$ cat config.mk
export PLATFORM = sky130hd
export DESIGN_NAME = pwm_capture_flat
export DESIGN_NICKNAME = d
export VERILOG_FILES = /design/src/rtl/pwm_capture_if.sv /design/src/rtl/pwm_capture.sv /design/src/flat_wrapper.sv
export SDC_FILE = /design/constraint.sdc
export NUM_CORES = 1
export LEC_CHECK = 0
export ABC_AREA = 1
export CORE_MARGIN = 3
export CORE_UTILIZATION = 35
export DETAILED_ROUTE_END_ITERATION = 10
export PLACE_DENSITY_LB_ADDON = 0.12
export RECOVER_POWER = 25
export SLEW_MARGIN = 20
export SYNTH_ARGS = -nofsm -noshare
export SYNTH_HDL_FRONTEND = slang
export SYNTH_SLANG_ARGS = --single-unit
$ cat constraint.sdc
create_clock -name clk -period 6.55 [get_ports clk]
set_clock_uncertainty 0.15 [all_clocks]
set_input_delay 1.31 -clock clk [delete_from_list [all_inputs] [get_ports clk]]
set_output_delay 1.31 -clock clk [all_outputs]
set_load 0.02 [all_outputs]
$ cat src/rtl/pwm_capture_if.sv
// pwm_capture_if: groups the measurement control and result signals of pwm_capture.
//   enable, pwm_in                 : driven by the master (controller / test driver)
//   valid, high_cnt, period_cnt,
//   duty, stuck, overrun           : driven by the slave (pwm_capture)
interface pwm_capture_if #(
    parameter int WIDTH = 8,
    parameter int CNT_W = 16
) ();
    logic             enable;
    logic             pwm_in;
    logic             valid;
    logic [CNT_W-1:0] high_cnt;
    logic [CNT_W-1:0] period_cnt;
    logic [WIDTH-1:0] duty;
    logic             stuck;
    logic             overrun;

    modport master (
        output enable, pwm_in,
        input  valid, high_cnt, period_cnt, duty, stuck, overrun
    );

    modport slave (
        input  enable, pwm_in,
        output valid, high_cnt, period_cnt, duty, stuck, overrun
    );
endinterface

$ cat src/rtl/pwm_capture.sv
// pwm_capture: measures high time, period and normalised duty of an edge-aligned PWM input.
//   clk, rst_n : clock, asynchronous active-low reset
//   bus        : pwm_capture_if.slave
//                in : enable (measure / abort), pwm_in (asynchronous PWM)
//                out: valid pulse, high_cnt, period_cnt, duty, stuck, sticky overrun
//
// state    | meaning
// ST_IDLE  | disabled; counters cleared, results held
// ST_ARM   | waiting for the first rise; period_ctr runs as stuck timer
// ST_HIGH  | input high; period and high counters run
// ST_LOW   | input low; period counter runs, next rise completes the period
module pwm_capture #(
    parameter int WIDTH       = 8,
    parameter int CNT_W       = 16,
    parameter int SYNC_STAGES = 2
) (
    input logic          clk,
    input logic          rst_n,
    pwm_capture_if.slave bus
);
    localparam logic [CNT_W-1:0] CNT_MAX = '1;
    localparam int               DC_W    = $clog2(WIDTH + 1);
    localparam logic [DC_W-1:0]  DC_LOAD = DC_W'(WIDTH);

    typedef enum logic [1:0] {ST_IDLE, ST_ARM, ST_HIGH, ST_LOW} state_t;

    logic [SYNC_STAGES-1:0] sync_q;
    logic                   s, s_d_q, rise, fall;
    state_t                 state_q, state_d;
    logic [CNT_W-1:0]       period_q, period_d, high_q, high_d;
    logic                   ovr_q, ovr_d, start, stuck_evt, busy;

    logic [DC_W-1:0]        div_cnt_q;
    logic [CNT_W-1:0]       rem_q, dvs_q, dh_q, rem_nx;
    logic [WIDTH-1:0]       quo_q, quo_nx;
    logic                   sat_q, ge;
    logic [CNT_W:0]         rem_sh;

    logic                   valid_q, stuck_q;
    logic [CNT_W-1:0]       high_cnt_q, period_cnt_q;
    logic [WIDTH-1:0]       duty_q;

    // Synchroniser runs regardless of enable
    always_ff @(posedge clk or negedge rst_n) begin
        if (!rst_n) begin
            sync_q <= '0;
            s_d_q  <= 1'b0;
        end else begin
            sync_q <= {sync_q[SYNC_STAGES-2:0], bus.pwm_in};
            s_d_q  <= s;
        end
    end

    assign s    = sync_q[SYNC_STAGES-1];
    assign rise = s & ~s_d_q;
    assign fall = ~s & s_d_q;
    assign busy = (div_cnt_q != '0);

    always_ff @(posedge clk or negedge rst_n) begin
        if (!rst_n) begin
            state_q  <= ST_IDLE;
            period_q <= '0;
            high_q   <= '0;
            ovr_q    <= 1'b0;
        end else begin
            state_q  <= state_d;
            period_q <= period_d;
            high_q   <= high_d;
            ovr_q    <= ovr_d;
        end
    end

    always_comb begin
        state_d   = state_q;
        period_d  = period_q;
        high_d    = high_q;
        ovr_d     = ovr_q;
        start     = 1'b0;
        stuck_evt = 1'b0;
        if (!bus.enable) begin
            state_d  = ST_IDLE;
            period_d = '0;
            high_d   = '0;
            ovr_d    = 1'b0;
        end else if (state_q != ST_IDLE && period_q == CNT_MAX) begin
            // Input not toggling: report a timeout and re-arm
            stuck_evt = 1'b1;
            period_d  = '0;
            high_d    = '0;
            state_d   = ST_ARM;
        end else begin
            case (state_q)
                ST_IDLE: state_d = ST_ARM;
                ST_ARM: begin
                    if (rise) begin
                        state_d  = ST_HIGH;
                        period_d = CNT_W'(1);
                        high_d   = CNT_W'(1);
                    end else begin
                        period_d = period_q + 1'b1;
                    end
                end
                ST_HIGH: begin
                    period_d = period_q + 1'b1;
                    if (fall) state_d = ST_LOW;
                    else      high_d  = high_q + 1'b1;
                end
                ST_LOW: begin
                    if (rise) begin
                        if (busy) ovr_d = 1'b1;
                        else      start = 1'b1;
                        state_d  = ST_HIGH;
                        period_d = CNT_W'(1);
                        high_d   = CNT_W'(1);
                    end else begin
                        period_d = period_q + 1'b1;
                    end
                end
                default: state_d = ST_IDLE;
            endcase
        end
    end

    // Restoring divide step: remainder starts at high (< period), so each shifted-in
    // zero yields one fractional quotient bit of high/period.
    always_comb begin
        rem_sh = {rem_q, 1'b0};
        ge     = (rem_sh >= {1'b0, dvs_q});
        rem_nx = ge ? CNT_W'(rem_sh - {1'b0, dvs_q}) : rem_sh[CNT_W-1:0];
        quo_nx = WIDTH'({quo_q, ge});
    end

    always_ff @(posedge clk or negedge rst_n) begin
        if (!rst_n) begin
            div_cnt_q    <= '0;
            rem_q        <= '0;
            dvs_q        <= '0;
            dh_q         <= '0;
            quo_q        <= '0;
            sat_q        <= 1'b0;
            valid_q      <= 1'b0;
            stuck_q      <= 1'b0;
            high_cnt_q   <= '0;
            period_cnt_q <= '0;
            duty_q       <= '0;
        end else if (!bus.enable) begin
            div_cnt_q <= '0;
            valid_q   <= 1'b0;
        end else begin
            valid_q <= 1'b0;
            if (stuck_evt) begin
                valid_q      <= 1'b1;
                stuck_q      <= 1'b1;
                high_cnt_q   <= '0;
                period_cnt_q <= '0;
                duty_q       <= s ? '1 : '0;
            end else if (start) begin
                div_cnt_q <= DC_LOAD;
                rem_q     <= high_q;
                dvs_q     <= period_q;
                dh_q      <= high_q;
                quo_q     <= '0;
                sat_q     <= (high_q >= period_q);
            end else if (busy) begin
                div_cnt_q <= div_cnt_q - 1'b1;
                rem_q     <= rem_nx;
                quo_q     <= quo_nx;
                if (div_cnt_q == DC_W'(1)) begin
                    valid_q      <= 1'b1;
                    stuck_q      <= 1'b0;
                    high_cnt_q   <= dh_q;
                    period_cnt_q <= dvs_q;
                    duty_q       <= sat_q ? '1 : quo_nx;
                end
            end
        end
    end

    assign bus.valid      = valid_q;
    assign bus.stuck      = stuck_q;
    assign bus.high_cnt   = high_cnt_q;
    assign bus.period_cnt = period_cnt_q;
    assign bus.duty       = duty_q;
    assign bus.overrun    = ovr_q;
endmodule

$ cat src/flat_wrapper.sv
// flat-port wrapper written by rule: the top's interface ports become plain ports
module pwm_capture_flat 
#(
    parameter int WIDTH       = 8,
    parameter int CNT_W       = 16,
    parameter int SYNC_STAGES = 2
)
  (clk, rst_n, bus_enable, bus_pwm_in, bus_valid, bus_high_cnt, bus_period_cnt, bus_duty, bus_stuck, bus_overrun);
  pwm_capture_if #(.WIDTH(WIDTH), .CNT_W(CNT_W)) bus_i ();
  input logic clk;
  input logic rst_n;
  input wire logic [$bits(bus_i.enable)-1:0] bus_enable;
  input wire logic [$bits(bus_i.pwm_in)-1:0] bus_pwm_in;
  output wire logic [$bits(bus_i.valid)-1:0] bus_valid;
  output wire logic [$bits(bus_i.high_cnt)-1:0] bus_high_cnt;
  output wire logic [$bits(bus_i.period_cnt)-1:0] bus_period_cnt;
  output wire logic [$bits(bus_i.duty)-1:0] bus_duty;
  output wire logic [$bits(bus_i.stuck)-1:0] bus_stuck;
  output wire logic [$bits(bus_i.overrun)-1:0] bus_overrun;
  assign bus_i.enable = bus_enable;
  assign bus_i.pwm_in = bus_pwm_in;
  assign bus_valid = bus_i.valid;
  assign bus_high_cnt = bus_i.high_cnt;
  assign bus_period_cnt = bus_i.period_cnt;
  assign bus_duty = bus_i.duty;
  assign bus_stuck = bus_i.stuck;
  assign bus_overrun = bus_i.overrun;
  pwm_capture #(.WIDTH(WIDTH), .CNT_W(CNT_W), .SYNC_STAGES(SYNC_STAGES)) u_core (.clk(clk), .rst_n(rst_n), .bus(bus_i));
endmodule
## Word-level counts from Yosys, hierarchy flattened

Index checks and enable logic that the tools add are counted.

- Add/sub/neg operators: 4
- Magnitude comparators: 2
- Equal/unequal tests: 16
- Muxes and demuxes: 58
- Bitwise gates (word level): 5
- Reductions and logical operators: 15

Operator list:

| cell | count |
|---|---|
| $mux 16 | 18 |
| $pmux 16 s2 | 2 |
| $mux 8 | 6 |
| $add 16x1->16 const B | 2 |
| $mux 1 | 21 |
| $ge 17x16->1 | 1 |
| $eq 16x16->1 const B | 1 |
| $ge 16x16->1 | 1 |
| $mux 4 | 4 |
| $sub 16x16->16 | 1 |
| $mux 7 | 2 |
| $ne 4x2->1 const B | 3 |
| $reduce_and 3->1 | 3 |
| $mux 2 | 4 |
| $reduce_and 4->1 | 2 |
| $reduce_bool 2->1 | 4 |
| $ne 2x1->1 const B | 3 |
| $ne 2x2->1 const B | 3 |
| $pmux 2 s3 | 1 |
| $eq 2x2->1 const B | 2 |
| $eq 4x1->1 const B | 1 |
| $ne 4x4->1 const B | 1 |
| $reduce_and 2->1 | 2 |
| $reduce_bool 4->1 | 1 |
| 8 further kinds | 11 |

- Register bits: 140
- Input bits: 4
- Output and inout port bits: 43

## Longest topological paths before layout

Gate-level depths: netlist (run 1).

- Depth after elaboration: 9
- Depth in mapped cells: 15
- Gate-level depth less buffers: 14

## Least setup slack after synthesis (run 1)

No wires, ideal clock.

- Kind: input-to-reg
- Start point: in bus_enable
- End point: reg u_core.div_cnt_q[0]
- Data arrival time: 2.336 ns
- Data required time: 6.268 ns
- Path slack: 3.932 ns
- Stages on the path: 6
- Path buffers: 2
- Cell sequence: buf_2 -> inv_1 -> clkbuf_1 -> nor2_1 -> a21oi_1 -> o21ai_0

- Cells in the longest elaborated chain, start to end: 4
- Elaborated cells between the ends (all ways): 8
- Classes of those cells: 2 x eq/ne; 5 x mux; 1 x reduce/logical

RTL lines:

| what | line | source |
|---|---|---|
| from (decl) | flat_wrapper.sv:12 | `input wire logic [$bits(bus_i.enable)-1:0] bus_enable;` |
| $mux 1 | pwm_capture.sv:80 | `if (!bus.enable) begin` |
| $mux 4 | pwm_capture.sv:157 | `end else if (start) begin` |
| $mux 4 | pwm_capture.sv:151 | `if (stuck_evt) begin` |
| $mux 4 | pwm_capture.sv:146 | `end else if (!bus.enable) begin` |
| to (signal assigned) | pwm_capture.sv:165 | `div_cnt_q <= div_cnt_q - 1'b1;` |
| to (decl) | pwm_capture.sv:33 | `logic [DC_W-1:0] div_cnt_q;` |

Parallel ways exist; a longest one is shown, timed or not. The select of a mux whose other input is x is not followed.
A chain may end at the register's enable or synchronous reset.

## Worst setup path after layout (run 1)

- Start point: in bus_enable
- End point: reg u_core.high_q[15]

- Cells in the longest elaborated chain, start to end: 2
- Elaborated cells between the ends (all ways): 5
- Classes of those cells: 3 x eq/ne; 1 x mux; 1 x reduce/logical

RTL lines:

| what | line | source |
|---|---|---|
| $ne 4x4->1 (no source line) or $ne 4x2->1 (tied branches) | - |  |
| $reduce_and 3->1 (no source line) | - |  |
| to (signal assigned) | pwm_capture.sv:68 | `high_q <= high_d;` |
| to (decl) | pwm_capture.sv:30 | `logic [CNT_W-1:0] period_q, period_d, high_q, high_d;` |

Parallel ways exist; a longest one is shown, timed or not.

==> metrics.csv, run 1 <==
metric,value,unit
synth-edff-count,0,
synth_area,8130,um^2
overflow,0,
root_buffer,clkbuf_16,
num_io_pins,47,
endpoint_kind,register,
cts_tree,yes,
drc,0,
start_kind,input pin,
seq_area_frac_synth,0.431,
drt-total-wl,23300,um
clock_path_buffers,2,
rr_startpoint,u_core.div_cnt_q[0]$_DFFE_PN0P_,
fin_nets,1159,
crit_start,bus_enable,
setup.worst_path.end,u_core.high_q[15]$_DFFE_PN0P_,
r2r_cells,10,
drtIter0Drc,478,
gp_congestion,0.875,
hold_viol,0,
fp-row-count,55,
ctsHoldBuffers,0,
yosys.area.top_type,dfrtp_1,
grt_util_all_layers,0.193,
clkPwrFrac,0.300,
yosys_warnings,0,
r2r_setup_slack,3.20,ns
grt_max_degree,91,
die_x,158,um
place_area,8780,um^2
numClockSinks,140,
max_freq,0.282,GHz
worst_hold_path_type,register to register,
syn_area_per_cell,7.48,um^2
netlist-cell-type-count,42,
slew_viol_final,0,
die_y,158,um
critPathArrivalTime,3.71,ns
drv_cap,0,
rsz0062_at_grt,no,
cts_max_level,4,
layout-drive-gt1-share,0.0619,
p_switching,1240,uW
pwr-share-seq,0.345,
hpwl,16600,um
grt_pass1_wl,37500,um
area_growth,15.1,%
die_area,25100,um^2
p_per_area,336,nW/um^2
postCtsSetupBuffers,0,
fin_util,0.412,
worstMarginPinSlew,0.901,ns
synth.area.top_cells,"dfrtp_1, nand2_1, nand3_1",
design_area,9350,um^2
holdWs,0.202,ns
cts_buffers,17,
p_comb_frac,0.355,
path_class,input pin to register,
layout_min_cycle_time,3.54,ns
drt-wirelength-per-cell,16.4,um
cts_resized,0,
required,6.72,ns
antenna_left,0,
timing.slew.headroom,0.399,
clock_latency,0.43,ns
clk_pin_slew,0.07,ns
firstDrtPassIters,5,
status,"finished, final reports clean",
vias_per_cell,4.97,
initial_core_util,0.358,
port_buffers,46,
dr_total_vias,7041,
ir_drop,0.000167,V
grt_antenna_before_repair,0,
finalSetupTns,0,ns
r2r-end,u_core.rem_q[0]$_DFFE_PN0P_,
diodes,0,
synthCells,1086,
leakagePower,0.00471,uW
syn_nets,1127,
ys_seq_elements,140,
async_flop_share,1.00,
switching_share,0.394,
grt_pass1_vias,6742,
report.final.setup_viol,0,
synth_top_area_frac,0.431,
fin_crit_sh,0.541,
synth_ff_type,dfrtp_1,
core,22700,um^2
critPathMaxFanout,24,
p_int,1900,uW
## cells by family (layout without fill, tap and decap cells)
group                      after synthesis  in the layout  synth area share
AOI/OAI and AO/OA                      119            119            0.0865
xor gates and xnor gates                18             18            0.0194
adders and majority gates               37             37            0.0579
buffers and inverters                  183            228            0.0935
DFF                                    140            140             0.431
and+or+nand+nor                        589            589             0.312
## through the flow
| step | setup slack, ns | power, uW | std cells |
|---|---|---|---|
| 2_1_floorplan | 3.93 | 1890 | 1086 |
| 3_3_place_gp | 2.56 | 2220 | 1384 |
| 3_5_place_dp | 2.56 | 2220 | 1384 |
| 4_1_cts | 3.01 | 3170 | 1416 |
| 5_1_grt | 2.72 | 3370 | 1416 |
| 6_report | 3.01 | 3140 | 1416 |
## cells in the mapped netlist (7+ instances only)
library cell  number
nand4_1           26
inv_1            135
nand2_1          354
a21boi_1           9
o22ai_1           21
nor2_1            55
buf_2             16
o21ai_0           45
xor2_1            12
a31oi_1            7
nand3_1          117
dfrtp_1          140
clkbuf_1          17
a21oi_1           21
ha_1              36
nor3_1            18
## worst min path at each step
| stage | from | end | slack, ns | cells after the start |
|---|---|---|---|---|
| floorplan | u_core.sync_q[0]$_DFF_PN0_ | u_core.sync_q[1]$_DFF_PN0_ | 0.18 | 0 |
| global placement | u_core.sync_q[0]$_DFF_PN0_ | u_core.sync_q[1]$_DFF_PN0_ | 0.18 | 0 |
| detailed placement | u_core.sync_q[0]$_DFF_PN0_ | u_core.sync_q[1]$_DFF_PN0_ | 0.19 | 0 |
| CTS | u_core.sync_q[0]$_DFF_PN0_ | u_core.sync_q[1]$_DFF_PN0_ | 0.20 | 0 |
| global route | u_core.sync_q[0]$_DFF_PN0_ | u_core.sync_q[1]$_DFF_PN0_ | 0.20 | 0 |
| finish | u_core.sync_q[0]$_DFF_PN0_ | u_core.sync_q[1]$_DFF_PN0_ | 0.20 | 0 |
## final cells by class
class                           count  area [um^2]
Fill cell                        2386        13400
Inverter                          142          533
Tap cell                          285          357
Multi-Input combinational cell    763         3860
Sequential cell                   140         3500
Clock buffer                       17          425
Clock inverter                     15          148
Timing Repair Buffer               54          522
## cells in the final DEF (no fill, tap or decap), types with 6 or more instances in the layout
master	instances
xor2_1	12
nand3_1	117
a31oi_1	7
o21ai_0	45
ha_1	36
nand4_1	26
inv_2	6
a21oi_1	21
a21boi_1	9
nor2_1	55
nor3_1	18
inv_1	135
inv_8	6
o22ai_1	21
clkbuf_16	17
clkdlybuf4s50_1	44
buf_4	8
nand2_1	354
dfrtp_1	140
o21ai_2	6
xnor2_1	6
## power groups by stage
| stage | clock network (uW) | registers (uW) | logic, uW |
|---|---|---|---|
| final | 943 | 1080 | 1110 |
| after global routing | 997 | 1100 | 1280 |
| after CTS | 961 | 1080 | 1130 |
| after detailed placement | 0 | 1100 | 1120 |
| after global placement | 0 | 1100 | 1120 |
| after floorplan | 0 | 1110 | 785 |
## routing by layer
layer / part of all wire / wire [um] / vias to the layer above / track usage
li1: - / - / 3571 / -
met1: 0.50 / 11600 / 3298 / 0.282
met2: 0.44 / 10300 / 140 / 0.292
met3: 0.037 / 854 / 32 / 0.0280
met4: 0.025 / 592 / 0 / 0.0680
met5: 0 / 0 / - / 0
## sequential cells by signal, summed over array words and instances, names as in the netlist, 4 cells and up
| register | flops |
|---|---|
| u_core.high_q | 16 |
| u_core.dvs_q | 16 |
| u_core.bus.period_cnt | 16 |
| u_core.bus.duty | 8 |
| u_core.bus.high_cnt | 16 |
| u_core.dh_q | 16 |
| u_core.div_cnt_q | 4 |
| u_core.period_q | 16 |
| u_core.quo_q | 7 |
| u_core.rem_q | 16 |
## worst max-delay path, cell delays in order
cell and delay, ns:
clkdlybuf4s50_1 0.45, buf_4 0.25, inv_1 0.30, nor2_1 0.22, inv_1 0.29, nand3_4 0.39, clkinv_1 0.30, nand2_1 0.13
nand2_1 0.05
Note: power is estimated with default switching activity, not from simulation.
==> inputs of run 2 (changes only) <==
- clock period: 6.55 -> 3.15 ns (I/O delays scaled with it)
==> run 2 against run 1 <==
Against the previous run: setup slack got worse by 2.4 ns; via count increased by 0.99%; first-iteration DRC count decreased by 4.0%; routed wire length decreased by 0.69%; non-clock buffer count increased by 11; sequential share of layout area decreased by 0.44 points; critical path depth increased by 3.
==> metrics.csv, run 2 (synthesis results as in run 1) <==
metric,value,unit,change
status,"finished, final reports clean",,unchanged
vias_per_cell,4.98,,was 4.97
drt-total-wl,23100,um,was 23300 um
cts_max_level,4,,unchanged
r2r-end,u_core.rem_q[0]$_DFFE_PN0P_,,unchanged
clock_latency,0.43,ns,about the same
overflow,0,,unchanged
worstMarginPinSlew,1.36,ns,was 0.901 ns
firstDrtPassIters,5,,unchanged
rsz0062_at_grt,no,,unchanged
layout_commonest_cell,nand2_1,,unchanged
grt_util_all_layers,0.194,,was 0.193
gp_congestion,0.875,,unchanged
drc,0,,unchanged
report.final.setup_viol,0,,unchanged
port_buffers,46,,unchanged
critPathSlowestCell,dfrtp_1,,was clkdlybuf4s50_1
grt_antenna_before_repair,0,,unchanged
antenna_left,0,,unchanged
grt_max_degree,55,,was 91
layout-drive-gt1-share,0.0709,,was 0.0619
timing.slew.headroom,0.0925,,was 0.399
min-delay-start,u_core.sync_q[0]$_DFF_PN0_,,unchanged
p_per_area,702,nW/um^2,was 336 nW/um^2
dr_total_vias,7111,,was 7041
clock_path_buffers,2,,unchanged
die_x,158,um,unchanged
required,3.36,ns,was 6.72 ns
crit_chain,inv_1 -> ha_1 -> nand2_1 -> nor2_1 -> nand3_1 -> nor2_1 -> nor2_1 -> nand2_2 -> inv_1 -> o21ai_0 -> nand2_1 -> nand2_1,,was clkdlybuf4s50_1 -> buf_4 -> inv_1 -> nor2_1 -> inv_1 -> nand3_4 -> clkinv_1 -> nand2_1 -> nand2_1
fp-row-count,55,,unchanged
grt_pass1_vias,6891,,was 6742
hold-path-cell-count,0,,unchanged
drt-wirelength-per-cell,16.2,um,was 16.4 um
path_class,register to register,,was input pin to register
r2r_cells,12,,was 10
drtIter0Drc,459,,was 478
area_growth,16.4,%,was 15.1%
design_area,9460,um^2,was 9350 um^2
rr_startpoint,u_core.dvs_q[4]$_DFFE_PN0P_,,was u_core.div_cnt_q[0]$_DFFE_PN0P_
cpLargestDelayFamily,simple AND/OR/NAND/NOR gates,,was buffers and inverters
core,22700,um^2,unchanged
hold_viol,0,,unchanged
cts_buffers,17,,unchanged
cts_tree,yes,,unchanged
hold_end,u_core.sync_q[1]$_DFF_PN0_,,unchanged
critPathArrivalTime,2.78,ns,was 3.71 ns
grt_pass1_wl,37900,um,was 37500 um
layout_common_cells,"nand2_1, dfrtp_1, inv_1",,unchanged
postCtsSetupBuffers,0,,unchanged
max_freq,0.389,GHz,
fin_nets,1170,,was 1159
clk_pin_slew,0.07,ns,about the same
leakagePower,0.00478,uW,was 0.00471 uW
root_buffer,clkbuf_16,,unchanged
ir_drop,0.000317,V,was 0.000167 V
ctsHoldBuffers,0,,unchanged
hpwl,16800,um,was 16600 um
die_y,158,um,unchanged
slowest_delay,0.45,ns,about the same
die_area,25100,um^2,unchanged
num_io_pins,47,,unchanged
drv_cap,0,,unchanged
cts_resized,0,,unchanged
numClockSinks,140,,unchanged
r2r_setup_slack,0.58,ns,was 3.20 ns
diodes,0,,unchanged
critPathMaxFanout,19,,was 24
worst_hold_path_type,register to register,,unchanged
endpoint_kind,register,,unchanged
slew_viol_final,0,,unchanged
fin_crit_sh,0.816,,
layout_min_cycle_time,2.57,ns,
finalSetupTns,0,ns,unchanged
start_kind,register,,was input pin
place_area,8890,um^2,was 8780 um^2
path_buf_inv,2,,was 5
initial_core_util,0.358,,unchanged
[run 2: worst max-delay path by stage]
stage                                     start                         endpoint  depth (start not counted)
global route                              rst_n   u_core.period_q[0]$_DFFE_PN0P_                          2
global placement    u_core.dvs_q[4]$_DFFE_PN0P_      u_core.rem_q[0]$_DFFE_PN0P_                         12
finish              u_core.dvs_q[4]$_DFFE_PN0P_      u_core.rem_q[0]$_DFFE_PN0P_                         12
floorplan           u_core.dvs_q[1]$_DFFE_PN0P_     u_core.rem_q[15]$_DFFE_PN0P_                         13
CTS                 u_core.dvs_q[4]$_DFFE_PN0P_      u_core.rem_q[0]$_DFFE_PN0P_                         12
detailed placement                   bus_enable  u_core.div_cnt_q[0]$_DFFE_PN0P_                          6
[run 2: worst reg2reg max path: cells and delay by family (launching register included)]
kind            cells  cell delay, ns
simple gates        8            1.10
flops               1            0.45
fa+ha+maj           1            0.36
buf+inv             2            0.25
compound gates      1            0.19
[run 2: power by group]
part           internal [uW]  switching [uW]  leakage [uW]
sequential              2060             203       0.00186
combinational            871            1460       0.00262
clock                   1130             920      0.000292
total                   4060            2580       0.00478
[run 2: final cells by class]
type / count / area, um^2
fillers: 2378 / 13200
clock inverters: 15 / 173
clock buffers: 17 / 425
flip-flops and latches: 140 / 3500
well taps: 285 / 357
inverters: 142 / 533
repair buffers: 65 / 608
multi-input cells: 763 / 3860
[run 2: layer usage]
layer / wire (um) / GRT usage / vias to the layer above
li1: - / - / 3595
met1: 11600 / 0.286 / 3372
met2: 10400 / 0.300 / 124
met3: 831 / 0.0304 / 20
met4: 300 / 0.0512 / 0
met5: 0 / 0 / -
[run 2: metrics by stage]
stage | hold slack [ns] | cells | util | total power, uW | setup slack, ns
after floorplan | 0.181 | 1086 | - | 3940 | 1.04
after global routing | 0.221 | 1427 | 0.417 | 7150 | 0.261
after CTS | 0.0173 | 1427 | 0.418 | 6710 | 0.574
after detailed placement | 0.185 | 1395 | 0.391 | 4630 | 0.561
after global placement | 0.186 | 1395 | 0.391 | 4640 | 0.545
final | 0.199 | 1427 | 0.417 | 6640 | 0.580
==> inputs of run 3 (changes only) <==
- clock period: 3.15 -> 2.45 ns (I/O delays scaled with it)
==> run 3 against run 2 <==
Against the previous run: core utilization rose by 1.1 points; sequential power rose by 28%; sequential share of layout area fell by 0.94 points; total power rose by 30%; largest cell class unchanged; highest routed layer unchanged.
==> metrics.csv, run 3 (synthesis results as in run 1) <==
metric,value,unit,change
die_y,158,um,unchanged
rsz0062_at_grt,no,,unchanged
endpoint_kind,register,,unchanged
leakagePower,0.00491,uW,was 0.00478 uW
layout_common_cells,"nand2_1, dfrtp_1, inv_1",,unchanged
final_cells,1453,,was 1427
max_freq,0.439,GHz,was 0.389 GHz
fin_nets,1196,,was 1170
critPathMaxFanout,13,,was 19
grt_pass1_vias,7111,,was 6891
numClockSinks,140,,unchanged
cts_buffers,17,,unchanged
dr_total_vias,7223,,was 7111
antenna_left,0,,unchanged
slew_viol_final,0,,unchanged
setup_slack,0.174,ns,was 0.580 ns
report.final.setup_viol,0,,unchanged
slowest_delay,0.38,ns,was 0.45 ns
die_x,158,um,unchanged
grt_max_degree,53,,was 55
p_total,8630,uW,was 6640 uW
fp-row-count,55,,unchanged
p_per_area,889,nW/um^2,was 702 nW/um^2
critPathArrivalTime,2.48,ns,was 2.78 ns
place_ws,0.0251,ns,was 0.561 ns
required,2.65,ns,was 3.36 ns
port_buffers,46,,unchanged
layout-drive-gt1-share,0.0942,,was 0.0709
clock_latency,0.42,ns,was 0.43 ns
drv_cap,0,,unchanged
area_growth,19.5,%,was 16.4%
drc,0,,unchanged
core,22700,um^2,unchanged
layout_min_cycle_time,2.28,ns,was 2.57 ns
ir_drop,0.000520,V,was 0.000317 V
initial_core_util,0.358,,unchanged
cts_max_level,4,,unchanged
crit_chain,inv_1 -> ha_1 -> nand2_1 -> inv_1 -> a21oi_1 -> nand3_1 -> nand2_1 -> nand2_4 -> buf_12 -> nand2_1 -> nand3_1 -> a21boi_1,,was inv_1 -> ha_1 -> nand2_1 -> nor2_1 -> nand3_1 -> nor2_1 -> nor2_1 -> nand2_2 -> inv_1 -> o21ai_0 -> nand2_1 -> nand2_1
grt_antenna_before_repair,0,,unchanged
hpwl,17700,um,was 16800 um
fin_crit_sh,0.929,,was 0.816
worstMarginPinSlew,1.44,ns,was 1.36 ns
timing.slew.headroom,0.0422,,was 0.0925
worst_path_most_repeated_cell,nand2_1,,
place_inst,1419,,was 1395
critPathSlowestCell,dfrtp_1,,unchanged
num_io_pins,47,,unchanged
die_area,25100,um^2,unchanged
drt-total-wl,23800,um,was 23100 um
grt_util_all_layers,0.199,,was 0.194
finalSetupTns,0,ns,unchanged
path_class,register to register,,unchanged
clock_path_buffers,2,,unchanged
gp_congestion,0.892,,was 0.875
firstDrtPassIters,4,,was 5
root_buffer,clkbuf_16,,unchanged
cts_tree,yes,,unchanged
clk_pin_slew,0.07,ns,about the same
overflow,0,,unchanged
vias_per_cell,4.97,,was 4.98
start_kind,register,,unchanged
grt_pass1_wl,38900,um,was 37900 um
layout_commonest_cell,nand2_1,,unchanged
drtIter0Drc,425,,was 459
diodes,0,,unchanged
drt-wirelength-per-cell,16.4,um,was 16.2 um
hold_viol,0,,unchanged
status,"finished, final reports clean",,unchanged
worst_hold_path_type,register to register,,unchanged
[run 3: cell count changes in the layout (fill, tap and decap cells not counted), moves of 2 or more]
cell and delta:
buf_12 +4, buf_4 +20, clkinv_4 +2, ha_1 -2
ha_2 +2
[run 3: power by group]
part           switching, uW  leakage (uW)  internal, uW  total [uW]
combinational           1960       0.00277          1250        3210
sequential               258       0.00186          2640        2900
clock                   1170      0.000280          1350        2520
total                   3380       0.00491          5250        8630
[run 3: repair_timing]
item | in CTS | in global routing
hold endpoints to repair | 49 | 0
hold buffers | 1 | 0
buffers inserted | 0 | 1
setup endpoints to repair | 0 | 10
resized for setup | 0 | 7
[run 3: cell type report]
type                       count  area, um^2
timing repair buffer          91         858
inverter                     142         533
clock buffer                  17         425
sequential                   140        3500
tap                          285         357
fill                        2310       13000
clock inverter                15         149
multi-input combinational    763        3880
[run 3: metal layers]
layer  up-vias  track usage  wire, um
met1      3431        0.285     11700
met5         -            0         0
met4         0       0.0643       516
li1       3641            -         -
met2       121        0.310     10900
met3        30       0.0323       673
[run 3: critical path: cells and delay by family (launching register included)]
| kind | cells | cell delay (ns) |
|---|---|---|
| adders and majority gates | 1 | 0.36 |
| and+or+nand+nor | 6 | 0.63 |
| buffers and inverters | 3 | 0.32 |
| DFF | 1 | 0.38 |
| AOI/OAI and AO/OA | 2 | 0.35 |
[run 3: stage by stage]
stage           util  hold WS, ns  instance area [um^2]
2_1_floorplan      -       0.0444                  8130
3_3_place_gp   0.401        0.198                  9120
3_5_place_dp   0.401        0.197                  9120
4_1_cts        0.427        0.212                  9700
5_1_grt        0.428        0.231                  9710
6_report       0.428        0.208                  9710
[run 3: worst paths after layout]
kind / start / to / slack [ns] / cells after the start
max in group asynchronous: rst_n / u_core.sync_q[0]$_DFF_PN0_ / 0.35 / 3
min in group asynchronous: rst_n / u_core.rem_q[6]$_DFFE_PN0P_ / 0.80 / 2
max reg2reg: u_core.dvs_q[8]$_DFFE_PN0P_ / u_core.rem_q[9]$_DFFE_PN0P_ / 0.17 / 12
min: u_core.sync_q[0]$_DFF_PN0_ / u_core.sync_q[1]$_DFF_PN0_ / 0.21 / 0
min reg2reg: u_core.sync_q[0]$_DFF_PN0_ / u_core.sync_q[1]$_DFF_PN0_ / 0.21 / 0
max: u_core.dvs_q[8]$_DFFE_PN0P_ / u_core.rem_q[9]$_DFFE_PN0P_ / 0.17 / 12
